**config.mk**
```make
export PLATFORM = sky130hd
export DESIGN_NAME = game_ctrl
export DESIGN_NICKNAME = d
export VERILOG_FILES = /design/src/rtl/game_ctrl.sv
export SDC_FILE = /design/constraint.sdc
export NUM_CORES = 1
export LEC_CHECK = 0
export BUFFER_PORTS_ARGS = -buffer_cell sky130_fd_sc_hd__buf_2
export CAP_MARGIN = 40
export CORE_UTILIZATION = 54
export CTS_CLUSTER_DIAMETER = 30
export DETAILED_ROUTE_END_ITERATION = 10
export PLACE_DENSITY = 0.79
export REMOVE_ABC_BUFFERS = 1
export SETUP_SLACK_MARGIN = 0.1
export SYNTH_ARGS = -nofsm -noshare
export SYNTH_HDL_FRONTEND = slang
export SYNTH_SLANG_ARGS = --single-unit
```
**constraint.sdc**
```tcl
create_clock -name Clk -period 2.53 [get_ports Clk]
set_input_delay 0.253 -clock Clk [delete_from_list [all_inputs] [get_ports Clk]]
set_output_delay 0.253 -clock Clk [all_outputs]
set_load 0.02 [all_outputs]
```
**src/rtl/game_ctrl.sv**
```systemverilog
// game_ctrl: game state, level selection, per-frame timing, coin bookkeeping
// and score for NUM_COINS coins and NUM_LEVELS levels.
// All frame-rate actions are driven by a synchronised rising edge of frame_clk.
// Optional feature macro: GAME_CTRL_PAUSE_EN adds a PAUSE state toggled by key 'P'.
module game_ctrl #(
    parameter int         NUM_COINS    = 3,
    parameter int         NUM_LEVELS   = 2,
    parameter int         FRAME_W      = 12,
    parameter int         LEVEL_FRAMES = 3000,
    parameter int         SCORE_W      = 8,
    parameter logic [7:0] KEY_START    = 8'h28,
    parameter logic [7:0] KEY_RESTART  = 8'h15,
    parameter logic [7:0] KEY_LVL_BASE = 8'h1E
) (
    input  logic                  Clk,
    input  logic                  Reset_n,
    input  logic                  frame_clk,
    input  logic [7:0]            keycode,
    input  logic [NUM_COINS-1:0]  coin_hit,
    input  logic                  stickman_dead,
    output logic [4:0]            status,
    output logic [NUM_LEVELS-1:0] level,
    output logic [FRAME_W-1:0]    frame_counter,
    output logic [NUM_COINS-1:0]  CoinStatus,
    output logic [SCORE_W-1:0]    score,
    output logic                  frame_tick
);

    localparam int CNT_W = $clog2(NUM_COINS + 1);
    localparam int SUM_W = SCORE_W + CNT_W;
    localparam logic [FRAME_W-1:0] LAST_FRAME = FRAME_W'(LEVEL_FRAMES - 1);
    localparam logic [SUM_W-1:0]   SCORE_MAX  = SUM_W'({SCORE_W{1'b1}});
`ifdef GAME_CTRL_PAUSE_EN
    localparam logic [7:0] KEY_PAUSE = 8'h13;
`endif

    typedef enum logic [2:0] {
        S_SELECT,
        S_WAIT,
        S_PLAY,
        S_WIN,
        S_LOSE
`ifdef GAME_CTRL_PAUSE_EN
        , S_PAUSE
`endif
    } state_t;

    state_t                  state_q;
    state_t                  state_d;
    logic [NUM_LEVELS-1:0]   level_d;
    logic                    clr_counters;
    logic                    track;
    logic                    frame_sync_p0;
    logic                    frame_sync_p1;
    logic                    frame_sync_p2;
    logic [7:0]              key_prev;
    logic                    key_evt;
    logic                    lvl_hit;
    logic [NUM_LEVELS-1:0]   lvl_oh;

    // Number of set bits in a coin vector.
    function automatic logic [CNT_W-1:0] popcount(input logic [NUM_COINS-1:0] v);
        logic [CNT_W-1:0] cnt;
        cnt = '0;
        for (int i = 0; i < NUM_COINS; i++) begin
            cnt = cnt + CNT_W'(v[i]);
        end
        return cnt;
    endfunction

    // Score addition that sticks at the all-ones value instead of wrapping.
    function automatic logic [SCORE_W-1:0] sat_add(input logic [SCORE_W-1:0] a,
                                                   input logic [CNT_W-1:0]   b);
        logic [SUM_W-1:0] sum;
        sum = SUM_W'(a) + SUM_W'(b);
        if (sum > SCORE_MAX) begin
            return {SCORE_W{1'b1}};
        end
        return sum[SCORE_W-1:0];
    endfunction

    // One-hot status {selecting, waiting, playing, win, lose}; pause reads as waiting.
    function automatic logic [4:0] status_of(input state_t s);
        case (s)
            S_SELECT: return 5'b10000;
            S_WAIT:   return 5'b01000;
            S_PLAY:   return 5'b00100;
            S_WIN:    return 5'b00010;
            S_LOSE:   return 5'b00001;
`ifdef GAME_CTRL_PAUSE_EN
            S_PAUSE:  return 5'b01000;
`endif
            default:  return 5'b10000;
        endcase
    endfunction

    // A key event is a non-zero keycode that differs from the previous cycle's.
    assign key_evt = (keycode != 8'h00) && (keycode != key_prev);

    // frame_clk synchroniser (p0, p1) and edge detect (p2) producing a one-Clk frame_tick.
    always_ff @(posedge Clk or negedge Reset_n) begin
        if (!Reset_n) begin
            frame_sync_p0 <= 1'b0;
            frame_sync_p1 <= 1'b0;
            frame_sync_p2 <= 1'b0;
            frame_tick    <= 1'b0;
            key_prev      <= 8'h00;
        end else begin
            frame_sync_p0 <= frame_clk;
            frame_sync_p1 <= frame_sync_p0;
            frame_sync_p2 <= frame_sync_p1;
            frame_tick    <= frame_sync_p1 & ~frame_sync_p2;
            key_prev      <= keycode;
        end
    end

    // Level key decode: keycode KEY_LVL_BASE+k selects one-hot level bit k.
    always_comb begin
        lvl_hit = 1'b0;
        lvl_oh  = '0;
        for (int k = 0; k < NUM_LEVELS; k++) begin
            if (keycode == KEY_LVL_BASE + 8'(k)) begin
                lvl_hit   = 1'b1;
                lvl_oh    = '0;
                lvl_oh[k] = 1'b1;
            end
        end
    end

    // Next-state logic; death beats a winning tick, key transitions use events only.
    always_comb begin
        state_d      = state_q;
        level_d      = level;
        clr_counters = 1'b0;
        track        = 1'b0;
        case (state_q)
            S_SELECT: begin
                if (key_evt && lvl_hit) begin
                    level_d = lvl_oh;
                    state_d = S_WAIT;
                end
            end
            S_WAIT: begin
                if (key_evt && keycode == KEY_START) begin
                    state_d      = S_PLAY;
                    clr_counters = 1'b1;
                end
            end
            S_PLAY: begin
                track = 1'b1;
                if (stickman_dead) begin
                    state_d = S_LOSE;
                end else if (frame_tick && frame_counter == LAST_FRAME) begin
                    state_d = S_WIN;
`ifdef GAME_CTRL_PAUSE_EN
                end else if (key_evt && keycode == KEY_PAUSE) begin
                    state_d = S_PAUSE;
`endif
                end
            end
            S_WIN, S_LOSE: begin
                if (key_evt && keycode == KEY_RESTART) begin
                    state_d      = S_SELECT;
                    clr_counters = 1'b1;
                end
            end
`ifdef GAME_CTRL_PAUSE_EN
            S_PAUSE: begin
                if (key_evt && keycode == KEY_PAUSE) begin
                    state_d = S_PLAY;
                end
            end
`endif
            default: state_d = S_SELECT;
        endcase
    end

    // State, registered one-hot status and selected level.
    always_ff @(posedge Clk or negedge Reset_n) begin
        if (!Reset_n) begin
            state_q <= S_SELECT;
            status  <= 5'b10000;
            level   <= NUM_LEVELS'(1);
        end else begin
            state_q <= state_d;
            status  <= status_of(state_d);
            level   <= level_d;
        end
    end

    // Frame counter, coin flags and score; only updated while actively playing.
    always_ff @(posedge Clk or negedge Reset_n) begin
        if (!Reset_n) begin
            frame_counter <= '0;
            CoinStatus    <= '0;
            score         <= '0;
        end else if (clr_counters) begin
            frame_counter <= '0;
            CoinStatus    <= '0;
            score         <= '0;
        end else if (track) begin
            if (frame_tick) begin
                frame_counter <= frame_counter + FRAME_W'(1);
            end
            CoinStatus <= CoinStatus | coin_hit;
            score      <= sat_add(score, popcount(coin_hit & ~CoinStatus));
        end
    end

endmodule
```
==> flow_summary_export.csv <==
group,metric,value,unit
cts,cts_made_buffers,5,
sta,relSlewSlack,60.46,%
detailed_routing,drtIter0Drc,123,
synthesis,synth_edf_count,0,
finish,drive_above_1_share,30.16,%
grt,grt-ovfl-total,0,
finish,final_util,69.65,%
synthesis,syn_avg_cell_area,10.85,um2
detailed_routing,wl_per_cell,14.16,um
die,start_util,57.65,%
synthesis,async_reset_ff_share,100.0,%
synthesis,synth_seq_area_share,52.29,%
grt,grt_pass1_wl,7017,um
sta,skew,9.103,ps
die,coreArea,0.003744,mm2
detailed_routing,routed_wl,4248,um
detailed_routing,via_per_inst,5.560,
die,rows,22,
critical_path,critPathKind,"flip-flop to flip-flop",
detailed_routing,antenna_left,0,
finish,diodes,0,
sta,max_freq,417.3,MHz
finish,register_area,0.001129,mm2
die,io_pins,46,
pwr,p_leak,1.118,nW
placed_design,dpl-instance-area,0.002441,mm2
critical_path,crit_start,"score[0]",
cts,htreeDepth,2,
critical_path,cp_max_fo,3,
sta,hold_violations,0,
cts,clk_pin_slew_worst_paths,80,ps
cts,cts_tree,"built",
critical_path,worstSetupStartpointType,"flip-flop",
critical_path,reg2reg_from,"score[0]",
grt,grt_usage,21.57,%
min_path,min_from,"frame_clk",
critical_path,crit_path_end_kind,"flip-flop",
job,maxCapViolations,0,
synthesis,synth_top_area_share,49.86,%
finish,area_delta_synth_final,20.81,%
synthesis,yosysTopAreaCell,"dfrtp_1",
synthesis,netlist_top_cells_area,"dfrtp_1, xnor2_1, nor2_1",
placed_design,dp_cells,290,
detailed_routing,vias,1668,
grt,grt_start_max_net_pins,30,
cts,clock_latency,290,ps
finish,stdcell_count,300,
finish,mostFrequentLayoutCell,"buf_2",
grt,grt_pass1_vias,1581,
finish,nets,271,
pwr,powerDensity,659.5,mW/mm2
sta,finalSetupViolCount,0,
min_path,holdCritPathClass,"input port to flip-flop",
die,die_h,65.22,um
synthesis,syn-instance-count,199,
sta,worst_pin_slew,584.8,ps
synthesis,ys_ff_latch,45,
sta,fin_crit_sh,94.71,%
run_status,status,"finished, final reports clean",
pwr,ir_worst_vdd,0.4596,mV
placed_design,dp_hpwl,2993,um
cts,clkSinkCount,45,
die,fp.dieW,65.22,um
die,die_area,0.004254,mm2
cts,cts_buffer_depth,2,
sta,rsz0062_at_grt,"false",
detailed_routing,drc_errors,0,
cts,cts_root_buffer,"clkbuf_8",
detailed_routing,drt-pass1-iter-count,4,
placed_design,portBuffers,45,
synthesis,syn_area,0.002158,mm2
sta,tns,0,ps
grt,antenna_found_initial,0,
synthesis,ys_warn_count,0,
sta,finalMaxSlewViolations,0,
synthesis,synth_top_flop_cell,"dfrtp_1",
critical_path,cp.required,2730,ps
finish,fin_area,0.002608,mm2
critical_path,arrival,2590,ps
sta,finalWorstPathRequiredPeriod,2396,ps
synthesis,synth_cell_type_count,46,
finish,layout_common_cells,"buf_2, dfrtp_1, nor2_1",
finish,multi_input_area,0.001006,mm2
finish,fillers,302,
placed_design,finalWeightedCongestion,0.7609,
power by group:
group / internal, W / switching (W) / total, W
clock network: 0.000322 / 0.000225 / 0.000547
registers: 0.000782 / 0.0000615 / 0.000843
logic: 0.000141 / 0.000188 / 0.000329
per-layer routing:
metal,up-vias,track usage (%),wire length (um)
li1,811,-,-
met3,2,4.861,157
met4,0,4.620,4
met1,821,27.73,1886
met2,34,37.11,2200
met5,-,0,0
critical path: stages (launching register included):
cell,delay [ps]
dfrtp_1,430
fa_1,560
ha_2,190
inv_1,60
fa_2,340
nor2b_2,150
buf_4,140
nand4_1,120
a311oi_2,310
kinds of logic after synthesis:
family          after synthesis  share of synthesized area [%]
mux                           2                         0.9855
compound gates               25                          8.406
fa+ha+maj                     5                          3.594
flops                        45                          52.29
simple gates                 90                          23.19
xor+xnor                     22                          8.928
buf+inv                      10                          2.609
metrics by stage:
stage	worst slack [ps]	power, W	hold slack [ps]
6_report	133.9	0.001720	66.47
5_1_grt	62.33	0.001805	50.68
3_5_place_dp	-13.29	0.001166	194.0
4_1_cts	123.6	0.001720	60.64
3_3_place_gp	54.53	0.001149	336.5
2_1_floorplan	42.50	0.001042	-42.59
final timing paths:
kind,endpoint,slack (ps),cells past startpoint
max in group asynchronous,level[1],1640,3
max reg2reg,score[1],130,8
min reg2reg,frame_sync_p1,350,0
min in group asynchronous,score[7],410,2
max,score[1],130,8
min,frame_sync_p0,70,1
Yosys cell counts (all sizes together), types with 2 or more instances:
| library cell | instances |
|---|---|
| dfrtp | 43 |
| xnor2 | 15 |
| nand4b | 2 |
| inv | 5 |
| xor2 | 7 |
| nor3 | 4 |
| nand3 | 9 |
| fa | 2 |
| and3 | 4 |
| o211ai | 2 |
| dfstp | 2 |
| nand2 | 13 |
| a31oi | 3 |
| clkbuf | 2 |
| nor3b | 4 |
| and4 | 4 |
| o41ai | 2 |
| ha | 3 |
| buf | 3 |
| nor2b | 5 |
| nor2 | 25 |
| or4 | 2 |
| or2 | 2 |
| nor4 | 4 |
| nand4 | 5 |
| nor4b | 2 |
| a21oi | 10 |
| a211oi | 2 |
flip-flops by register name, indices dropped and copies added, names as in the netlist:
| signal | cells |
|---|---|
| status | 5 |
| frame_sync_p0 | 1 |
| key_prev | 8 |
| frame_sync_p1 | 1 |
| state_q | 3 |
| frame_tick | 1 |
| CoinStatus | 3 |
| score | 8 |
| frame_counter | 12 |
| level | 2 |
| frame_sync_p2 | 1 |
what timing repair did:
action	4_1_cts	5_1_grt
buffers inserted	1	0
endpoints found under the hold margin	14	0
pin swaps	0	1
endpoints found under the setup margin	5	6
resized for setup	2	7
hold buffers	1	0
layout make-up:
class | count | share of cell area (%)
Clock buffer | 7 | 3.311
Tap cell | 48 | 2.303
Inverter | 5 | 0.7198
Timing Repair Buffer | 50 | 10.65
Multi-Input combinational cell | 144 | 38.58
Sequential cell | 45 | 43.28
Clock inverter | 1 | 1.152
Note: power is estimated with default switching activity, not from simulation.
